--- config.mk ---
export PLATFORM = sky130hd
export DESIGN_NAME = pipe_hazard_ctrl
export DESIGN_NICKNAME = d
export VERILOG_FILES = /design/src/rtl/pipe_hazard_ctrl.sv
export SDC_FILE = /design/constraint.sdc
export NUM_CORES = 1
export LEC_CHECK = 0
export BUFFER_PORTS_ARGS = -buffer_cell sky130_fd_sc_hd__buf_2
export CORE_UTILIZATION = 42
export DETAILED_ROUTE_END_ITERATION = 6
export GPL_TIMING_DRIVEN = 0
export PLACE_DENSITY = 0.92
export SYNTH_ARGS = -nofsm -noshare
export SYNTH_HDL_FRONTEND = slang
export SYNTH_SLANG_ARGS = --single-unit
--- constraint.sdc ---
create_clock -name clk -period 3.6 [get_ports clk]
set_clock_uncertainty 0.2 [all_clocks]
set_input_delay 0.72 -clock clk [delete_from_list [all_inputs] [get_ports clk]]
set_output_delay 0.72 -clock clk [all_outputs]
set_load 0.1 [all_outputs]
--- src/rtl/pipe_hazard_ctrl.sv ---
// pipe_hazard_ctrl: stall/flush/forward control and data-memory freeze FSM for a 5-stage MIPS pipeline.
// Optional performance counters are built only when HAZARD_PERF_CNT_EN is defined. Revision 1.0.
`default_nettype none

module pipe_hazard_ctrl #(
  parameter int MEM_TIMEOUT = 16,
  parameter int CNT_W       = 32
) (
  input  logic             clk,
  input  logic             reset,
  input  logic [4:0]       id_rs,
  input  logic [4:0]       id_rt,
  input  logic             id_branch,
  input  logic             id_jump,
  input  logic             id_pc_src,
  input  logic [4:0]       ex_rs,
  input  logic [4:0]       ex_rt,
  input  logic [4:0]       ex_reg_wr_addr,
  input  logic             ex_reg_wr_en,
  input  logic             ex_mem_to_reg,
  input  logic [4:0]       mem_reg_wr_addr,
  input  logic             mem_reg_wr_en,
  input  logic             mem_mem_to_reg,
  input  logic [4:0]       wb_reg_wr_addr,
  input  logic             wb_reg_wr_en,
  input  logic             dmem_req,
  input  logic             dmem_ready,
  output logic             stall_if,
  output logic             stall_id,
  output logic             stall_ex,
  output logic             stall_mem,
  output logic             flush_id,
  output logic             flush_ex,
  output logic             flush_wb,
  output logic             forwardA_id,
  output logic             forwardB_id,
  output logic [1:0]       forwardA_ex,
  output logic [1:0]       forwardB_ex,
  output logic             mem_err,
  output logic [CNT_W-1:0] perf_stall_cnt,
  output logic [CNT_W-1:0] perf_flush_cnt
);

  localparam int TMR_W = $clog2(MEM_TIMEOUT);
  localparam logic [TMR_W-1:0] TMR_LAST = TMR_W'(MEM_TIMEOUT - 1);

  typedef enum logic [1:0] {
    S_RUN  = 2'd0,
    S_WAIT = 2'd1,
    S_ERR  = 2'd2
  } state_t;

  state_t           state_q, state_d;
  logic [TMR_W-1:0] timer_q, timer_d;
  logic             mem_err_q, mem_err_d;

  logic freeze;
  logic err_cycle;

  // Register matches: $0 and disabled writers never match.
  logic mem_hit_ex_rs, mem_hit_ex_rt, wb_hit_ex_rs, wb_hit_ex_rt;
  logic mem_hit_id_rs, mem_hit_id_rt, ex_hit_id_rs, ex_hit_id_rt;
  logic lw_stall, br_stall;

  always_comb begin
    mem_hit_ex_rs = mem_reg_wr_en && (mem_reg_wr_addr != 5'd0) && (mem_reg_wr_addr == ex_rs);
    mem_hit_ex_rt = mem_reg_wr_en && (mem_reg_wr_addr != 5'd0) && (mem_reg_wr_addr == ex_rt);
    wb_hit_ex_rs  = wb_reg_wr_en  && (wb_reg_wr_addr  != 5'd0) && (wb_reg_wr_addr  == ex_rs);
    wb_hit_ex_rt  = wb_reg_wr_en  && (wb_reg_wr_addr  != 5'd0) && (wb_reg_wr_addr  == ex_rt);
    mem_hit_id_rs = mem_reg_wr_en && (mem_reg_wr_addr != 5'd0) && (mem_reg_wr_addr == id_rs);
    mem_hit_id_rt = mem_reg_wr_en && (mem_reg_wr_addr != 5'd0) && (mem_reg_wr_addr == id_rt);
    ex_hit_id_rs  = ex_reg_wr_en  && (ex_reg_wr_addr  != 5'd0) && (ex_reg_wr_addr  == id_rs);
    ex_hit_id_rt  = ex_reg_wr_en  && (ex_reg_wr_addr  != 5'd0) && (ex_reg_wr_addr  == id_rt);
  end

  always_comb begin
    forwardA_ex = 2'b00;
    forwardB_ex = 2'b00;
    if (mem_hit_ex_rs)     forwardA_ex = 2'b10;
    else if (wb_hit_ex_rs) forwardA_ex = 2'b01;
    if (mem_hit_ex_rt)     forwardB_ex = 2'b10;
    else if (wb_hit_ex_rt) forwardB_ex = 2'b01;
    forwardA_id = mem_hit_id_rs;
    forwardB_id = mem_hit_id_rt;
  end

  // A branch compares in ID, so it must wait for an EX result and for a load still in MEM.
  always_comb begin
    lw_stall = ex_mem_to_reg && (ex_hit_id_rs || ex_hit_id_rt);
    br_stall = id_branch && ((ex_hit_id_rs || ex_hit_id_rt) ||
                             (mem_mem_to_reg && (mem_hit_id_rs || mem_hit_id_rt)));
  end

  always_ff @(posedge clk or negedge reset) begin
    if (!reset) begin
      state_q   <= S_RUN;
      timer_q   <= '0;
      mem_err_q <= 1'b0;
    end else begin
      state_q   <= state_d;
      timer_q   <= timer_d;
      mem_err_q <= mem_err_d;
    end
  end

  always_comb begin
    state_d   = state_q;
    timer_d   = timer_q;
    mem_err_d = mem_err_q;
    freeze    = 1'b0;
    err_cycle = 1'b0;
    case (state_q)
      S_RUN: begin
        if (dmem_req && !dmem_ready) begin
          freeze  = 1'b1;
          state_d = S_WAIT;
          timer_d = '0;
        end
      end
      S_WAIT: begin
        freeze = 1'b1;
        if (dmem_ready) begin
          state_d = S_RUN;
        end else if (timer_q == TMR_LAST) begin
          state_d = S_ERR;
        end else begin
          timer_d = timer_q + TMR_W'(1);
        end
      end
      S_ERR: begin
        err_cycle = 1'b1;
        mem_err_d = 1'b1;
        state_d   = S_RUN;
      end
      default: begin
        state_d = S_RUN;
      end
    endcase
  end

  // While reset is held every stall and flush is forced low, even if dmem_req is pending.
  always_comb begin
    stall_if  = 1'b0;
    stall_id  = 1'b0;
    stall_ex  = 1'b0;
    stall_mem = 1'b0;
    flush_id  = 1'b0;
    flush_ex  = 1'b0;
    flush_wb  = 1'b0;
    if (reset) begin
      if (freeze) begin
        stall_if  = 1'b1;
        stall_id  = 1'b1;
        stall_ex  = 1'b1;
        stall_mem = 1'b1;
        flush_wb  = 1'b1;
      end else if (lw_stall || br_stall) begin
        stall_if = 1'b1;
        stall_id = 1'b1;
        flush_ex = 1'b1;
      end else if (id_pc_src || id_jump) begin
        flush_id = 1'b1;
      end
      if (err_cycle) begin
        flush_wb = 1'b1;
      end
    end
  end

  assign mem_err = mem_err_q | err_cycle;

`ifdef HAZARD_PERF_CNT_EN
  logic [CNT_W-1:0] perf_stall_cnt_q, perf_stall_cnt_d;
  logic [CNT_W-1:0] perf_flush_cnt_q, perf_flush_cnt_d;

  always_comb begin
    perf_stall_cnt_d = perf_stall_cnt_q;
    perf_flush_cnt_d = perf_flush_cnt_q;
    if (stall_if)             perf_stall_cnt_d = perf_stall_cnt_q + CNT_W'(1);
    if (flush_id || flush_ex) perf_flush_cnt_d = perf_flush_cnt_q + CNT_W'(1);
  end

  always_ff @(posedge clk or negedge reset) begin
    if (!reset) begin
      perf_stall_cnt_q <= '0;
      perf_flush_cnt_q <= '0;
    end else begin
      perf_stall_cnt_q <= perf_stall_cnt_d;
      perf_flush_cnt_q <= perf_flush_cnt_d;
    end
  end

  assign perf_stall_cnt = perf_stall_cnt_q;
  assign perf_flush_cnt = perf_flush_cnt_q;
`else
  assign perf_stall_cnt = '0;
  assign perf_flush_cnt = '0;
`endif

endmodule

`default_nettype wire
==> flow_metrics.tcl, run 1 <==
set metrics [dict create \
    tightest_slew_ns 0.6321 \
    antenna_left 0 \
    use_met1_pct 19.75 \
    drive_gt1_share_pct 45.25 \
    power.leakage_nw 1.212 \
    syn-cell-area_um2 1480 \
    worstSetupPathType "input port to output pin" \
    intPower_mw 0.2505 \
    via_per_inst 3.909 \
    cts_buffers 3 \
    grt_overflow_total 0 \
    tritoncts "done" \
    antenna_cells 0 \
    die_w_um 61.37 \
    grt_util_all_layers_pct 17.86 \
    cts_root_buf "clkbuf_4" \
    dpl-instance-area_um2 2088 \
    synthCells 183 \
    use_met2_pct 33.70 \
    route.detailed.drc 0 \
    drt_iter0_drc 42 \
    hpwl_um 2964 \
    p_clk_share_pct 10.2 \
    path_clk_slew_ns 0.06 \
    hold_viol_final 0 \
    ys_types 36 \
    rows 21 \
    switching_share_pct 64.96 \
    grt_busiest_layer "met2" \
    worst-path-buf-inv 2 \
    cts.sinks 7 \
    fill_cells 306 \
    worstSetupEndpointType "output pin" \
    peakVddDrop_mv 0.1730 \
    wire_per_inst_um 9.336 \
    syn2layout_area_growth_pct 43.03 \
    clkLatencyLatePin_ns 0.25 \
    hp-class "input port to async pin" \
    slew_headroom_pct 57.42 \
    grt_pass1_vias 1222 \
    seqPwrFrac_pct 13.7 \
    dr.pass1.iters 4 \
    status "complete, no violations" \
    required_ns 2.68 \
    rsz0062_at_grt "no" \
    powerDensity_nw_per_um2 337.7 \
    die_h_um 61.37 \
    synth_area_per_cell_um2 8.088 \
    clock.fmax_mhz 291.7 \
    grt_max_degree 10 \
    gp_congestion 0.8472 \
    multi_input_area_um2 1025 \
    post-route-min-period_ns 3.429 \
    grtUsageMet3_pct 2.101 \
    clk_path_buf_depth 2 \
    drv_cap 0 \
    switchingPower_mw 0.4645 \
    antenna_found_initial 0 \
    initial_core_util_pct 44.01 \
    vias 1372 \
    ys_ff_latch 7 \
    path_delay_family "buffers and inverters" \
    io_buffers 55 \
    yosysWarnings 0 \
    ios 125 \
    htree_levels 1 \
    drv_slew 0 \
    path_cells "clkbuf_1, xor2_1, nor3_1, nand3_1, a211o_1, a31oi_4, buf_2" \
    slowest_delay_ns 0.44 \
    drt-total-wl_um 3277 \
    post_cts_buffers 0 \
    seq_area_um2 175.2 \
    finalSetupViolations 0 \
    fin_crit_sh_pct 95.24 \
    cp_slowest_cell "buf_2" \
    die-area_um2 3766 \
    nets 354 \
    grt_pass1_wl_um 5037 \
    worstPathArrival_ns 2.51 \
    start_kind "input port" \
    hold_buffers 0 \
    stdcell_area_um2 2117 \
    path_max_fanout 5 \
    power_mw 0.7150 \
    core_region_area_um2 3363 \
    yosysSeqAreaShare_pct 11.83 \
    p_comb_share_pct 76.1 \
]
stage by stage:
step	hold slack (ns)	std cells	setup TNS [ns]	util, %	setup slack (ns)
global route	0.1008	351	0	62.95	0.08970
global placement	0.2392	347	0	62.09	0.1139
finish	0.09823	351	0	62.95	0.1715
CTS	0.09331	351	0	62.87	0.08378
detailed placement	0.2610	347	0	62.09	0.08408
floorplan	0.2244	246	-0.06785	-	-0.06785
cells in the mapped netlist (all sizes together):
library cell | n | share of area, %
a211o | 1 | 0.59
a21oi | 3 | 1.0
a31oi | 1 | 0.42
and3 | 2 | 0.85
and4bb | 1 | 0.85
buf | 70 | 36
clkbuf | 2 | 0.51
clkdlybuf4s18 | 1 | 0.68
conb | 1 | 0.25
dfrtp | 7 | 12
ha | 1 | 0.85
inv | 3 | 0.76
mux2i | 2 | 1.4
nand2 | 2 | 0.51
nand2b | 4 | 1.7
nand3 | 7 | 2.4
nand3b | 1 | 0.51
nor2 | 8 | 2.0
nor2b | 1 | 0.42
nor3 | 6 | 2.0
nor3b | 1 | 0.51
nor4 | 5 | 3.8
o21ai | 4 | 2.1
o21bai | 1 | 0.51
o22ai | 1 | 0.42
or2 | 1 | 0.42
or3b | 1 | 0.59
or4 | 4 | 2.3
xnor2 | 17 | 10
xor2 | 24 | 14
path summary, 6_finish.rpt:
kind	from	end	slack, ns	depth (start not counted)
max reg2reg	state_q[0]	timer_q[2]	1.85	4
min reg2reg	mem_err_q	mem_err_q	0.28	1
min in group clk	mem_err_q	mem_err_q	0.28	1
max in group asynchronous	reset	timer_q[0]	2.93	1
min	reset	timer_q[2]	0.1	1
max	mem_reg_wr_addr[2]	stall_id	0.17	7
power by group through the flow:
stage                     registers (mW)  logic (mW)  clock network, mW
after floorplan                   0.0973       0.485                  0
after global placement            0.0986       0.534                  0
after detailed placement          0.0990       0.540                  0
after CTS                         0.0980       0.541             0.0760
after global routing              0.0995       0.570             0.0808
final                             0.0981       0.544             0.0729
cell type report:
cell class	count	share of cell area (%)
Clock buffer	4	1.241
Timing Repair Buffer	55	13.12
Tap cell	46	2.719
Sequential cell	7	8.274
Buffer	73	25.71
Inverter	3	0.5319
Multi-Input combinational cell	163	48.40
kinds of logic after synthesis:
group	count (synthesis)	synth area share, %
other	1	0.2533
AND/OR/NAND/NOR	44	18.85
flip-flops	7	11.83
buffers and inverters	76	37.53
AO/OA/AOI/OAI	11	5.072
multiplexers	2	1.353
adder cells (fa/ha/maj)	1	0.8452
XOR/XNOR	41	24.26
timing repair:
action,CTS,global route
endpoints found under the hold margin,0,0
gates resized for setup,0,1
setup endpoints to repair,0,1
state kept, by name, indices dropped and copies added, names as in the netlist:
register	count
mem_err_q	1
timer_q	4
state_q	2
layer usage:
layer  routed length [um]  part of all wire, %
met4                  121                  3.7
met1                 1198                   37
met2                 1686                   51
met3                  271                  8.3
met5                    0                    0
cells in the final DEF, fill, tap and decap left out, drive strengths merged:
cell / instances
or3b: 1
xnor2: 17
nand2b: 4
or2: 1
a21oi: 3
and3: 2
a211o: 1
nand2: 2
nor2b: 1
nand3b: 1
xor2: 24
o21ai: 4
clkbuf: 7
a31oi: 1
nor3b: 1
clkdlybuf4s18: 1
inv: 3
o22ai: 1
conb: 64
and4bb: 1
buf: 124
nor4: 5
nand3: 7
nor2: 8
o21bai: 1
mux2i: 2
dfrtp: 7
nor3: 6
or4: 4
ha: 1
worst reg2reg max path, cell delays in order (launching register included):
cell      delay (ns)
dfrtp_1         0.40
o21bai_1        0.54
or3b_1          0.25
mux2i_1         0.19
nor2_1          0.06
Power figures use the tool's default switching activity.
==> inputs of run 2 (changes only) <==
Settings changed: CORE_UTILIZATION 42 to 35, PLACE_DENSITY 0.92 to 0.82.
Clock period 3.6 ns to 3.1 ns, I/O delays scaled along.
==> flow_metrics.tcl, run 2 (synthesized netlist as in run 1, its figures left out) <==
set metrics [dict create \
    cp-startpoint "mem_reg_wr_addr[2]" \
    finalSetupViolations 0 \
    rows 23 \
    p_comb_share_pct 72.3 \
    grt_overflow_total 0 \
    hold_viol_final 0 \
    worstPathArrival_ns 2.17 \
    drt-total-wl_um 3276 \
    start_kind "input port" \
    core_region_area_um2 4029 \
    switchingPower_mw 0.5482 \
    htree_levels 1 \
    io_buffers 55 \
    status "complete, no violations" \
    grt_max_degree 10 \
    drt_iter0_drc 32 \
    slew_headroom_pct 55.82 \
    reg2reg_slack_ns 1.32 \
    dpl-instance-area_um2 2117 \
    intPower_mw 0.3383 \
    rr_startpoint "state_q[0]" \
    fin_crit_sh_pct 96.50 \
    power.leakage_nw 1.236 \
    die_w_um 67.03 \
    worst-path-buf-inv 3 \
    antenna_left 0 \
    drv_cap 0 \
    worstSetupPathType "input port to output pin" \
    largest_register_ffs 4 \
    powerDensity_nw_per_um2 401.9 \
    drv_slew 0 \
    slowest_delay_ns 0.37 \
    ios 125 \
    path_clk_slew_ns 0.04 \
    clock.fmax_mhz 334.3 \
    post_cts_buffers 0 \
    stdcell_area_um2 2206 \
    vias 1358 \
    path_depth 8 \
    rsz0062_at_grt "no" \
    seqPwrFrac_pct 12.9 \
    place_inst 351 \
    route.detailed.drc 0 \
    required_ns 2.28 \
    cts_root_buf "clkbuf_8" \
    initial_core_util_pct 36.74 \
    top_regs "timer_q: 4 flops, state_q: 2 flops, mem_err_q: 1 flops" \
    clk_path_buf_depth 2 \
    post-route-min-period_ns 2.992 \
    final_common_cell "buf_4" \
    antenna_cells 0 \
    grt_pass1_vias 1087 \
    final_cell_mix "70 x buf_4, 64 x conb_1, 48 x buf_2" \
    syn2layout_area_growth_pct 49.03 \
    die_h_um 67.03 \
    r2r-end "timer_q[1]" \
    grt_pass1_wl_um 4747 \
    r2r_cells 4 \
    cts.sinks 7 \
    hpwl_um 3014 \
    peakVddDrop_mv 0.1733 \
    clkLatencyLatePin_ns 0.23 \
    largest_register "timer_q" \
    drive_gt1_share_pct 46.89 \
    tritoncts "done" \
    wire_per_inst_um 9.228 \
    hp-class "input port to async pin" \
    dr.pass1.iters 4 \
    via_per_inst 3.825 \
    die-area_um2 4493 \
    path_max_fanout 5 \
    grt_util_all_layers_pct 13.91 \
    switching_share_pct 61.84 \
    tightest_slew_ns 0.6614 \
    cts_buffers 3 \
    gp_congestion 0.8526 \
    cp_slowest_cell "a211o_4" \
    path_delay_family "compound AO/OA/AOI/OAI gates" \
    instances_no_fill 355 \
    path_cells "clkbuf_2, xor2_1, nor3_2, nand3_1, a211o_4, a31oi_4, buf_4, buf_8" \
    nets 354 \
    p_clk_share_pct 14.7 \
    worstSetupEndpointType "output pin" \
    antenna_found_initial 0 \
]
-- run 2: layout make-up --
cell class                      count  area, um^2
Fill cell                         413        1823
Timing Repair Buffer               55       304.0
Sequential cell                     7       175.2
Multi-Input combinational cell    163        1051
Buffer                             73       556.8
Tap cell                           50       62.56
Inverter                            3       11.26
Clock buffer                        4       45.04
-- run 2: metrics by stage --
step / hold slack [ns] / setup slack, ns / TNS, ns / power (mW) / utilization [%]
after CTS: 0.02696 / 0.01617 / 0 / 0.8840 / 54.01
after global routing: 0.03235 / 0.03370 / 0 / 0.9276 / 54.75
after detailed placement: 0.2521 / -0.1690 / -0.3893 / 0.7476 / 52.55
after floorplan: 0.1244 / -0.3353 / -1.624 / 0.6804 / -
after global placement: 0.2410 / -0.1401 / -0.2814 / 0.7401 / 52.55
final: 0.02772 / 0.1084 / 0 / 0.8866 / 54.75
-- run 2: timing repair --
item                       CTS  global route
cloned                       0             0
gates resized for setup      5             9
setup endpoints to repair    4             6
pin swaps                    0             1
hold buffers                 0             0
-- run 2: per-layer routing --
| metal | track usage [%] | vias up | wire (um) |
|---|---|---|---|
| met1 | 15.91 | 577 | 1254 |
| li1 | - | 710 | - |
| met3 | 1.884 | 5 | 268 |
| met5 | 0 | - | 0 |
| met4 | 3.191 | 0 | 40 |
| met2 | 26.50 | 66 | 1713 |
-- run 2: worst max path at each step --
stage / end
6_report: stall_if
3_5_place_dp: stall_if
5_1_grt: stall_if
4_1_cts: flush_id
2_1_floorplan: stall_if
3_3_place_gp: stall_if
-- run 2: power by group through the flow --
stage,combinational [mW],sequential (mW),clock [mW]
global placement,0.625,0.115,0
finish,0.641,0.115,0.131
floorplan,0.567,0.113,0
CTS,0.635,0.115,0.134
detailed placement,0.632,0.116,0
global route,0.670,0.118,0.140
==> inputs of run 3 (changes only) <==
Settings changed: SETUP_SLACK_MARGIN set to 0.5, TNS_END_PERCENT set to 50.
==> flow_metrics.tcl, run 3 (synthesized netlist as in run 1, its figures left out) <==
set metrics [dict create \
    status "complete, no violations" \
    via_per_inst 3.853 \
    drv_cap 0 \
    worst-path-buf-inv 4 \
    required_ns 2.28 \
    antenna_found_initial 0 \
    rsz0062_at_grt "yes" \
    drive_gt1_share_pct 49.37 \
    cp_slowest_cell "a211o_1" \
    path_cells "clkbuf_16, buf_4, xnor2_1, nand3_1, a211o_1, buf_4, a21oi_2, buf_12" \
    hpwl_um 3014 \
    largest_register "timer_q" \
    stdcell_area_um2 2430 \
    die-area_um2 4493 \
    clock.fmax_mhz 335.1 \
    io_buffers 55 \
    drv_slew 0 \
    clk_path_buf_depth 2 \
    worstSetupEndpointType "output pin" \
    nets 367 \
    fin_crit_sh_pct 96.26 \
    cts_buffers 3 \
    gp_congestion 0.9205 \
    final_util_pct 60.31 \
    antenna_left 0 \
    grt_max_degree 10 \
    wire_per_inst_um 10.04 \
    cts_root_buf "clkbuf_8" \
    final_cell_mix "80 x buf_4, 64 x conb_1, 47 x buf_2" \
    post-route-min-period_ns 2.984 \
    ios 125 \
    grt_pass1_vias 1243 \
    top_regs "timer_q: 4 flops, state_q: 2 flops, mem_err_q: 1 flops" \
    initial_core_util_pct 36.74 \
    htree_levels 1 \
    path_max_fanout 3 \
    cts.sinks 7 \
    finalSetupViolations 0 \
    dr.pass1.iters 4 \
    die_h_um 67.03 \
    power.leakage_nw 1.345 \
    powerDensity_nw_per_um2 378.9 \
    tightest_slew_ns 0.6524 \
    slew_headroom_pct 56.04 \
    reg2reg_slack_ns 1.47 \
    dpl-instance-area_um2 2148 \
    path_clk_slew_ns 0.04 \
    rows 23 \
    drt_iter0_drc 38 \
    drt-total-wl_um 3695 \
    worstSetupPathType "input port to output pin" \
    vias 1418 \
    hp-class "input port to async pin" \
    route.detailed.drc 0 \
    critPathMostFrequentCell "buf_4" \
    grt_pass1_wl_um 5306 \
    slowest_delay_ns 0.39 \
    worstPathArrival_ns 2.16 \
    antenna_cells 0 \
    die_w_um 67.03 \
    hold_viol_final 0 \
    clkLatencyLatePin_ns 0.22 \
    power_mw 0.9207 \
    start_kind "input port" \
    tritoncts "done" \
    syn2layout_area_growth_pct 64.16 \
    largest_register_ffs 4 \
    grt_util_all_layers_pct 15.55 \
    final_common_cell "buf_4" \
    core_region_area_um2 4029 \
    peakVddDrop_mv 0.2463 \
    grt_overflow_total 0 \
    path_delay_family "buffers and inverters" \
]
## run 3: changes by cell type in the layout (fill, tap and decap cells not counted), moves of 2 or more
cell | before | now
buf_12 | 0 | 7
clkbuf_2 | 2 | 0
clkbuf_4 | 3 | 0
buf_4 | 70 | 80
or4_4 | 1 | 3
or4_1 | 3 | 1
## run 3: layout make-up
| class | count | area (um^2) |
|---|---|---|
| fillers | 356 | 1599 |
| well taps | 50 | 62.56 |
| inverters | 3 | 11.26 |
| flip-flops and latches | 7 | 175.2 |
| plain buffers | 73 | 609.3 |
| clock buffers | 4 | 45.04 |
| repair buffers | 68 | 469.2 |
| multi-input cells | 163 | 1057 |
## run 3: timing repair
| item | in CTS | in global routing |
|---|---|---|
| resized for setup | 21 | 14 |
| buffers inserted | 6 | 7 |
| setup endpoints to repair | 11 | 12 |
| hold endpoints to repair | 0 | 0 |
| hold buffers | 0 | 0 |
| pin swaps | 4 | 8 |
## run 3: worst paths after layout
path | from | to | cells after the start
worst max-delay path | mem_reg_wr_addr[3] | flush_ex | 8
worst min-delay path | reset | state_q[0] | 1
worst max register to register | state_q[1] | timer_q[2] | 4
worst min register to register | mem_err_q | mem_err_q | 1
max in group asynchronous | reset | timer_q[2] | 1
min in group clk | mem_err_q | mem_err_q | 1
## run 3: stage by stage
stage                     setup WS (ns)  hold slack (ns)  setup TNS (ns)  cells
after global routing            0.06292          0.03920               0    368
after CTS                        0.1259          0.03489               0    361
after detailed placement        -0.1025           0.2474         -0.1939    351
after floorplan                 -0.2456           0.1244          -1.430    246
after global placement          -0.1046           0.2412         -0.1959    351
final                            0.1159          0.03186               0    368
## run 3: worst reg2reg max path, delay by kind of cell, from the launching register on
| kind | cells | cell delay, ns |
|---|---|---|
| AO/OA/AOI/OAI | 1 | 0.29 |
| AND/OR/NAND/NOR | 2 | 0.46 |
| multiplexers | 1 | 0.16 |
| flip-flops | 1 | 0.40 |
## run 3: metal layers
| metal | part of all wire [%] | GRT usage (%) |
|---|---|---|
| met3 | 9.8 | 4.623 |
| met2 | 52 | 28.25 |
| met5 | 0 | 0 |
| met4 | 2.6 | 5.585 |
| met1 | 36 | 16.65 |
## run 3: power by group
part           internal (mW)  switching [mW]  leakage [nW]
logic                  0.175           0.503          1.23
registers              0.104          0.0114        0.0935
clock network         0.0889          0.0387        0.0228
